### config.mk
export PLATFORM = sky130hd
export DESIGN_NAME = dca_matrix_row_loader
export DESIGN_NICKNAME = d
export VERILOG_FILES = /design/src/rtl/dca_matrix_row_loader.sv
export SDC_FILE = /design/constraint.sdc
export NUM_CORES = 1
export LEC_CHECK = 0
export CORE_MARGIN = 8
export CORE_UTILIZATION = 24
export CTS_CLUSTER_DIAMETER = 80
export DETAILED_ROUTE_END_ITERATION = 10
export PLACE_DENSITY = 0.53
export SETUP_SLACK_MARGIN = 0.3
export SLEW_MARGIN = 40
export SYNTH_ARGS = -nofsm -noshare
export SYNTH_HDL_FRONTEND = slang
export SYNTH_SLANG_ARGS = --single-unit
### constraint.sdc
create_clock -name clk -period 3.12 [get_ports clk]
set_clock_uncertainty 0.2 [all_clocks]
set_input_delay 0.624 -clock clk [delete_from_list [all_inputs] [get_ports clk]]
set_output_delay 0.624 -clock clk [all_outputs]
set_load 0.02 [all_outputs]
### src/rtl/dca_matrix_row_loader.sv
// Packs a valid/ready scalar stream into matrix rows for the DCA matrix register's
// row-move port; zero rows are appended so every load writes exactly N rows.
module dca_matrix_row_loader #(
    parameter int MATRIX_SIZE_PARA = 8,
    parameter int BW_TENSOR_SCALAR = 32,
    parameter int BW_TENSOR_ROW    = MATRIX_SIZE_PARA * BW_TENSOR_SCALAR,
    parameter int BW_DIM           = $clog2(MATRIX_SIZE_PARA + 1)
) (
    input  logic                        clk,
    input  logic                        rstnn,
    input  logic                        start,
    input  logic [BW_DIM-1:0]           num_row,
    input  logic [BW_DIM-1:0]           num_col,
    input  logic                        s_valid,
    output logic                        s_ready,
    input  logic [BW_TENSOR_SCALAR-1:0] s_data,
    output logic                        init,
    output logic                        move_wenable,
    output logic [BW_TENSOR_ROW-1:0]    move_wdata_list,
    output logic                        busy,
    output logic                        done
);

    typedef enum logic [2:0] {IDLE, INIT, FILL, PAD, DONE} state_t;

    localparam logic [BW_DIM-1:0] N_DIM  = BW_DIM'(MATRIX_SIZE_PARA);
    localparam logic [BW_DIM-1:0] N_LAST = BW_DIM'(MATRIX_SIZE_PARA - 1);

    state_t                      state;
    state_t                      state_next;
    logic [BW_DIM-1:0]           row_cnt;
    logic [BW_DIM-1:0]           col_cnt;
    logic [BW_DIM-1:0]           rows;
    logic [BW_DIM-1:0]           cols;
    logic [BW_TENSOR_SCALAR-1:0] buffer [MATRIX_SIZE_PARA];
    logic [BW_TENSOR_ROW-1:0]    row_word;
    logic                        row_wen;
    logic [BW_TENSOR_ROW-1:0]    row_data;
    logic                        fire;
    logic                        row_end;

    function automatic logic [BW_DIM-1:0] clamp_dim(input logic [BW_DIM-1:0] v);
        return (v > N_DIM) ? N_DIM : v;
    endfunction

    assign fire    = s_valid && s_ready;
    assign row_end = fire && (col_cnt == cols - BW_DIM'(1));

    always_ff @(posedge clk) begin
        if (!rstnn) state <= IDLE;
        else        state <= state_next;
    end

    // FILL lingers one cycle after the last data row so that row's strobe is not
    // overlapped by done; PAD then follows without a gap.
    always_comb begin
        state_next = state;
        case (state)
            IDLE: if (start) state_next = INIT;
            INIT: state_next = (rows == '0 || cols == '0) ? PAD : FILL;
            FILL: if (row_cnt == rows) state_next = (row_cnt == N_DIM) ? DONE : PAD;
            PAD:  if (row_cnt == N_LAST) state_next = DONE;
            DONE: state_next = IDLE;
            default: state_next = IDLE;
        endcase
    end

    always_comb begin
        s_ready         = (state == FILL) && (row_cnt != rows);
        init            = (state == INIT);
        busy            = (state != IDLE);
        done            = (state == DONE);
        move_wenable    = row_wen || (state == PAD);
        move_wdata_list = row_data;
    end

    // Completed row: buffered columns plus the scalar arriving this cycle.
    always_comb begin
        row_word = '0;
        for (int c = 0; c < MATRIX_SIZE_PARA; c++) begin
            row_word[c*BW_TENSOR_SCALAR +: BW_TENSOR_SCALAR] =
                (col_cnt == BW_DIM'(c)) ? s_data : buffer[c];
        end
    end

    always_ff @(posedge clk) begin
        if (!rstnn) begin
            row_cnt  <= '0;
            col_cnt  <= '0;
            rows     <= '0;
            cols     <= '0;
            row_wen  <= 1'b0;
            row_data <= '0;
            for (int c = 0; c < MATRIX_SIZE_PARA; c++) buffer[c] <= '0;
        end else begin
            row_wen  <= 1'b0;
            row_data <= '0;
            for (int c = 0; c < MATRIX_SIZE_PARA; c++) begin
                if (row_end)
                    buffer[c] <= '0;
                else if (fire && col_cnt == BW_DIM'(c))
                    buffer[c] <= s_data;
            end
            case (state)
                IDLE: begin
                    if (start) begin
                        rows    <= clamp_dim(num_row);
                        cols    <= clamp_dim(num_col);
                        row_cnt <= '0;
                        col_cnt <= '0;
                    end
                end
                FILL: begin
                    if (row_end) begin
                        row_wen  <= 1'b1;
                        row_data <= row_word;
                        col_cnt  <= '0;
                        row_cnt  <= row_cnt + BW_DIM'(1);
                    end else if (fire) begin
                        col_cnt  <= col_cnt + BW_DIM'(1);
                    end
                end
                PAD:     row_cnt <= row_cnt + BW_DIM'(1);
                default: ;
            endcase
        end
    end

endmodule

==> metrics.cfg, run 1 <==
[final_layout]
final_common_cell=nand2_1
diodes=0
final_cell_mix=557 x nand2_1, 299 x clkdlybuf4s50_1, 270 x a21oi_1, 270 x nor2_1, 269 x dfxtp_1
fin_nets=2296
area_delta_synth_final_pct=37.00
drive_above_1_share_pct=11.81

[cts]
cts_buffers=60
path_clk_slew_ns=0.06
cts_root_buf=clkbuf_16
cts_buffer_depth=3
cts_max_level=2
clk_latency_ns=0.62
ctsHoldBuffers=0
cts_tree=yes
post_cts_buffers=0
clock_sinks=532

[sta]
setup_viol=0
fmax_mhz=370.6
period_minus_slack_ns=2.699
hold_viol=0
slew_headroom_pct=44.53
holdWs_ns=0.2861
finalWorstSetupSlack_ns=0.4214
rsz0062_at_grt=no
tns_ns=0
drv_slew=0
period_share_pct=86.49
tightest_slew_ns=0.8320

[synth]
async_flop_share_pct=0
yosys_warnings=0
synthFlopType=dfxtp_1
synth_area_mm2=0.01913
synth_seq_cells=532
synth_nets=1961
syn_area_per_cell_um2=10.02
ys_types=41
synth_edf_count=256
synthCells=1909
ys_seq_area_share_pct=69.07

[setup_path]
cp_slowest_cell=clkdlybuf4s50_1
critPathRequiredTime_ns=2.30
critPathCaptureType=primary output
crit_fanout=14
cpPeakStageDelay_ns=0.54
critical_path.top_delay_family=buffers and inverters
cp.arrival_ns=1.87
cp_num_buf_inv=2
path_cells=nor3_1, inv_1, clkdlybuf4s50_1
cp-start-kind=flop
worst-setup-path-type=reg2out

[route]
drc=0
ant_nets=0
dr_total_vias=14760
drt_pass1_iterations=6
wl_per_cell_um=21.31
via_per_inst=4.414
drtIter0Drc=1367
wl_um=71290

[die]
start_util_pct=24.21
core_mm2=0.07900
dieHeight_um=298.3
die_w_um=298.3
ios=305
die_area_mm2=0.08900
rows=103

[placed_design]
dp_slack_ns=0.1203
place_congestion=0.8039
hpwl_um=50080
io_buffers=304

[global_routing]
grt_max_degree=90
grt_pass1_vias=14520
grtUsageTotal_pct=15.39
antenna_found_initial=0
overflow=0
grt_pass1_wl_um=102000

[flow_run]
max-cap-violations=0

[pwr]
ir_drop_mv=0.4194
power_leakage_nw=9.558
p_per_area_mw_per_mm2=586.9

[worst_hold_path]
min-delay-path-class=reg2reg

[status]
status=complete, no violations

[power breakdown]
group | internal [mW] | switching [mW]
Sequential | 7.43 | 0.0531
Combinational | 0.213 | 0.441
Clock | 4.23 | 3.02
[layout make-up]
class | instances | area (um^2)
clock buffer | 78 | 1737
clock inverter | 35 | 330.3
fill | 7960 | 52790
inverter | 10 | 37.54
multi-input combinational | 1213 | 5344
sequential | 532 | 13230
tap | 1050 | 1314
timing repair buffer | 427 | 4219
[worst paths after layout]
kind                                 from                               to  slack (ns)  depth (start not counted)
setup / recovery    state[2]$_SDFFE_PN0P_                             busy        0.42                          3
hold / removal       rows[3]$_SDFFE_PN0P_             rows[3]$_SDFFE_PN0P_        0.29                          2
setup reg to reg  col_cnt[2]$_SDFFE_PN0P_  move_wdata_list[168]$_SDFF_PN0_        0.50                          5
hold reg to reg      rows[3]$_SDFFE_PN0P_             rows[3]$_SDFFE_PN0P_        0.29                          2
[repair_timing]
action                     in CTS  in global routing
gates resized for setup        17                  4
pin swaps                       1                  1
setup endpoints to repair       5                 12
[metrics by stage]
| step | util [%] | instance area, um^2 | std cells | total power, mW |
|---|---|---|---|---|
| floorplan | - | 19130 | 1909 | 7.924 |
| global placement | 30.52 | 24110 | 3232 | 8.279 |
| detailed placement | 30.52 | 24110 | 3232 | 8.289 |
| CTS | 33.17 | 26200 | 3345 | 15.56 |
| global route | 33.17 | 26210 | 3345 | 15.91 |
| finish | 33.17 | 26210 | 3345 | 15.38 |
[layer usage]
layer	vias to the layer above	part of all wire (%)	GRT usage [%]
met5	-	0	0
met4	0	3.0	4.526
met3	117	8.0	3.307
met2	684	47	25.50
met1	7005	42	20.11
li1	6958	-	-
[worst register-to-register path, stage by stage (launching register included)]
cell and delay [ns]:
dfxtp_1 0.46, nor2b_1 0.54, and2_2 0.59, buf_4 0.32
nand2_1 0.08, a21oi_1 0.32
[state kept, by name, indices dropped and copies added (netlist names)]
register and count:
col_cnt 4, move_wdata_list 256, buffer 256, state 3, cols 4, row_wen 1, row_cnt 4, rows 4
[Yosys cell counts (all sizes together) (8+ instances only)]
cell,n,area [um^2]
and2,9,56.30
a21oi,270,1351
dfxtp,276,5525
ha,8,100.1
o21ai,10,50.05
nor3b,10,75.07
edfxtp,256,7687
inv,9,33.78
nand3,10,55.05
nand2,581,2181
buf,77,344.1
nor2,270,1013
clkbuf,77,289.0
[cells by family after synthesis]
group                    count (synthesis)  synth area share [%]
buffers and inverters                  164                 3.506
XOR/XNOR                                10                0.5363
adder cells (fa/ha/maj)                  8                0.5233
flip-flops                             532                 69.07
AO/OA/AOI/OAI                          295                 7.980
AND/OR/NAND/NOR                        899                 18.33
multiplexers                             1               0.05233
No activity file was read; power rests on OpenSTA's default activity.
==> run 2, diff against run 1 <==
DONT_BUFFER_PORTS = 1   (was default)
PLACE_DENSITY = 0.4   (was 0.53)
==> metrics.cfg, run 2 (synthesized netlist as in run 1, its figures left out) <==
[final_layout]
fillers=8237
postLayoutCoreUtil_pct=29.33
final_cell_mix=557 x nand2_1, 276 x dfxtp_1, 270 x a21oi_1, 270 x nor2_1, 256 x edfxtp_1
fin_nets=1982
drive_above_1_share_pct=10.65
area_delta_synth_final_pct=21.11
register_area_mm2=0.01321
final_common_cell=nand2_1
multi_input_area_mm2=0.005340

[route]
drc=0
via_per_inst=4.505
wl_um=77970
drt_pass1_iterations=5
wl_per_cell_um=25.72
dr_total_vias=13660
ant_nets=0
drtIter0Drc=1035

[cts]
clk_latency_ns=0.59
cts_root_buf=clkbuf_16
cts_tree=yes
cts_buffer_depth=3
cts_max_level=3
clock_sinks=532
cts_buffers=66
post_cts_buffers=0
path_clk_slew_ns=0.06

[placed_design]
io_buffers=0
hpwl_um=49870
place_congestion=0.7817

[global_routing]
grt_max_degree=83
grt_use_met3_pct=4.032
antenna_found_initial=2
use_met2_pct=28.19
grt_pass1_vias=13910
overflow=0
grt.busiest_layer=met2
grt_pass1_wl_um=109300
grtUsageTotal_pct=17.01
met1_usage_pct=22.18

[sta]
tns_ns=0
hold_viol=0
period_minus_slack_ns=2.681
fmax_mhz=373.0
rsz0062_at_grt=yes
drv_slew=0
setup_viol=0
slew_headroom_pct=50.88
period_share_pct=85.93
tightest_slew_ns=0.7350
holdWs_ns=0.03305

[pwr]
power_mw=15.71
p_per_area_mw_per_mm2=678.0
power_leakage_nw=8.387
ir_drop_mv=0.3485

[setup_path]
r2r_start=cols[0]$_SDFFE_PN0P_
cp.arrival_ns=1.86
regToRegSetupSlack_ns=0.47
worst-setup-path-type=reg2out
crit_fanout=6
cpPeakStageDelay_ns=0.45
crit_start=row_cnt[1]$_SDFFE_PN0P_
cp_slowest_cell=dfxtp_1
path_cells=xor2_1, nor4_2, nor3_1, buf_4
cp-start-kind=flop
critPathRequiredTime_ns=2.30
critPathCaptureType=primary output

[flow_run]
max-cap-violations=0

[die]
die_w_um=298.3
dieHeight_um=298.3
die_area_mm2=0.08900
core_mm2=0.07900
rows=103
start_util_pct=24.21
ios=305

[status]
status=complete, no violations

[worst_hold_path]
min-delay-path-class=in2reg
min_from=s_data[28]

-- run 2: layout make-up --
type	instances	area share, %
clock inverter	24	0.8101
multi-input combinational	1213	23.05
inverter	10	0.1620
sequential	532	57.03
timing repair buffer	107	4.644
antenna	1	0.01080
tap	1050	5.670
clock buffer	95	8.625
-- run 2: path summary, 6_finish.rpt --
check / end / depth (start not counted)
setup reg to reg: buffer[1][38]$_SDFFCE_PN0P_ / 9
hold reg to reg: rows[3]$_SDFFE_PN0P_ / 2
setup / recovery: s_ready / 4
hold / removal: move_wdata_list[220]$_SDFF_PN0_ / 2
-- run 2: where the power goes --
group,switching (mW),total (mW),internal (mW),leakage [nW]
Sequential,0.0494,7.48,7.43,4.87
Combinational,0.427,0.584,0.157,2.44
Clock,3.08,7.65,4.57,1.08
-- run 2: layer usage --
metal / part of all wire (%) / up-vias
met5: 0 / -
met4: 2.3 / 0
met2: 48 / 423
met3: 6.2 / 100
li1: - / 6318
met1: 44 / 6819
-- run 2: stage by stage --
step                      std cells  area [um^2]  setup slack (ns)
after floorplan                1909        19130            0.3787
after global placement         2873        20570            0.2123
after detailed placement       2873        20570            0.2667
after CTS                      3031        23160            0.3746
after global routing           3031        23170            0.2924
final                          3032        23170            0.4389
-- run 2: repair_timing --
item	in CTS	in global routing
gates cloned	0	0
hold buffers	39	0
resized for setup	3	2
hold endpoints to repair	221	0
endpoints found under the setup margin	31	55
-- run 2: critical path: cells and delay by family (launching register included) --
family                 cells  cell delay, ns
XOR/XNOR                   1            0.14
flip-flops                 1            0.45
buffers and inverters      1            0.18
AND/OR/NAND/NOR            2            0.51
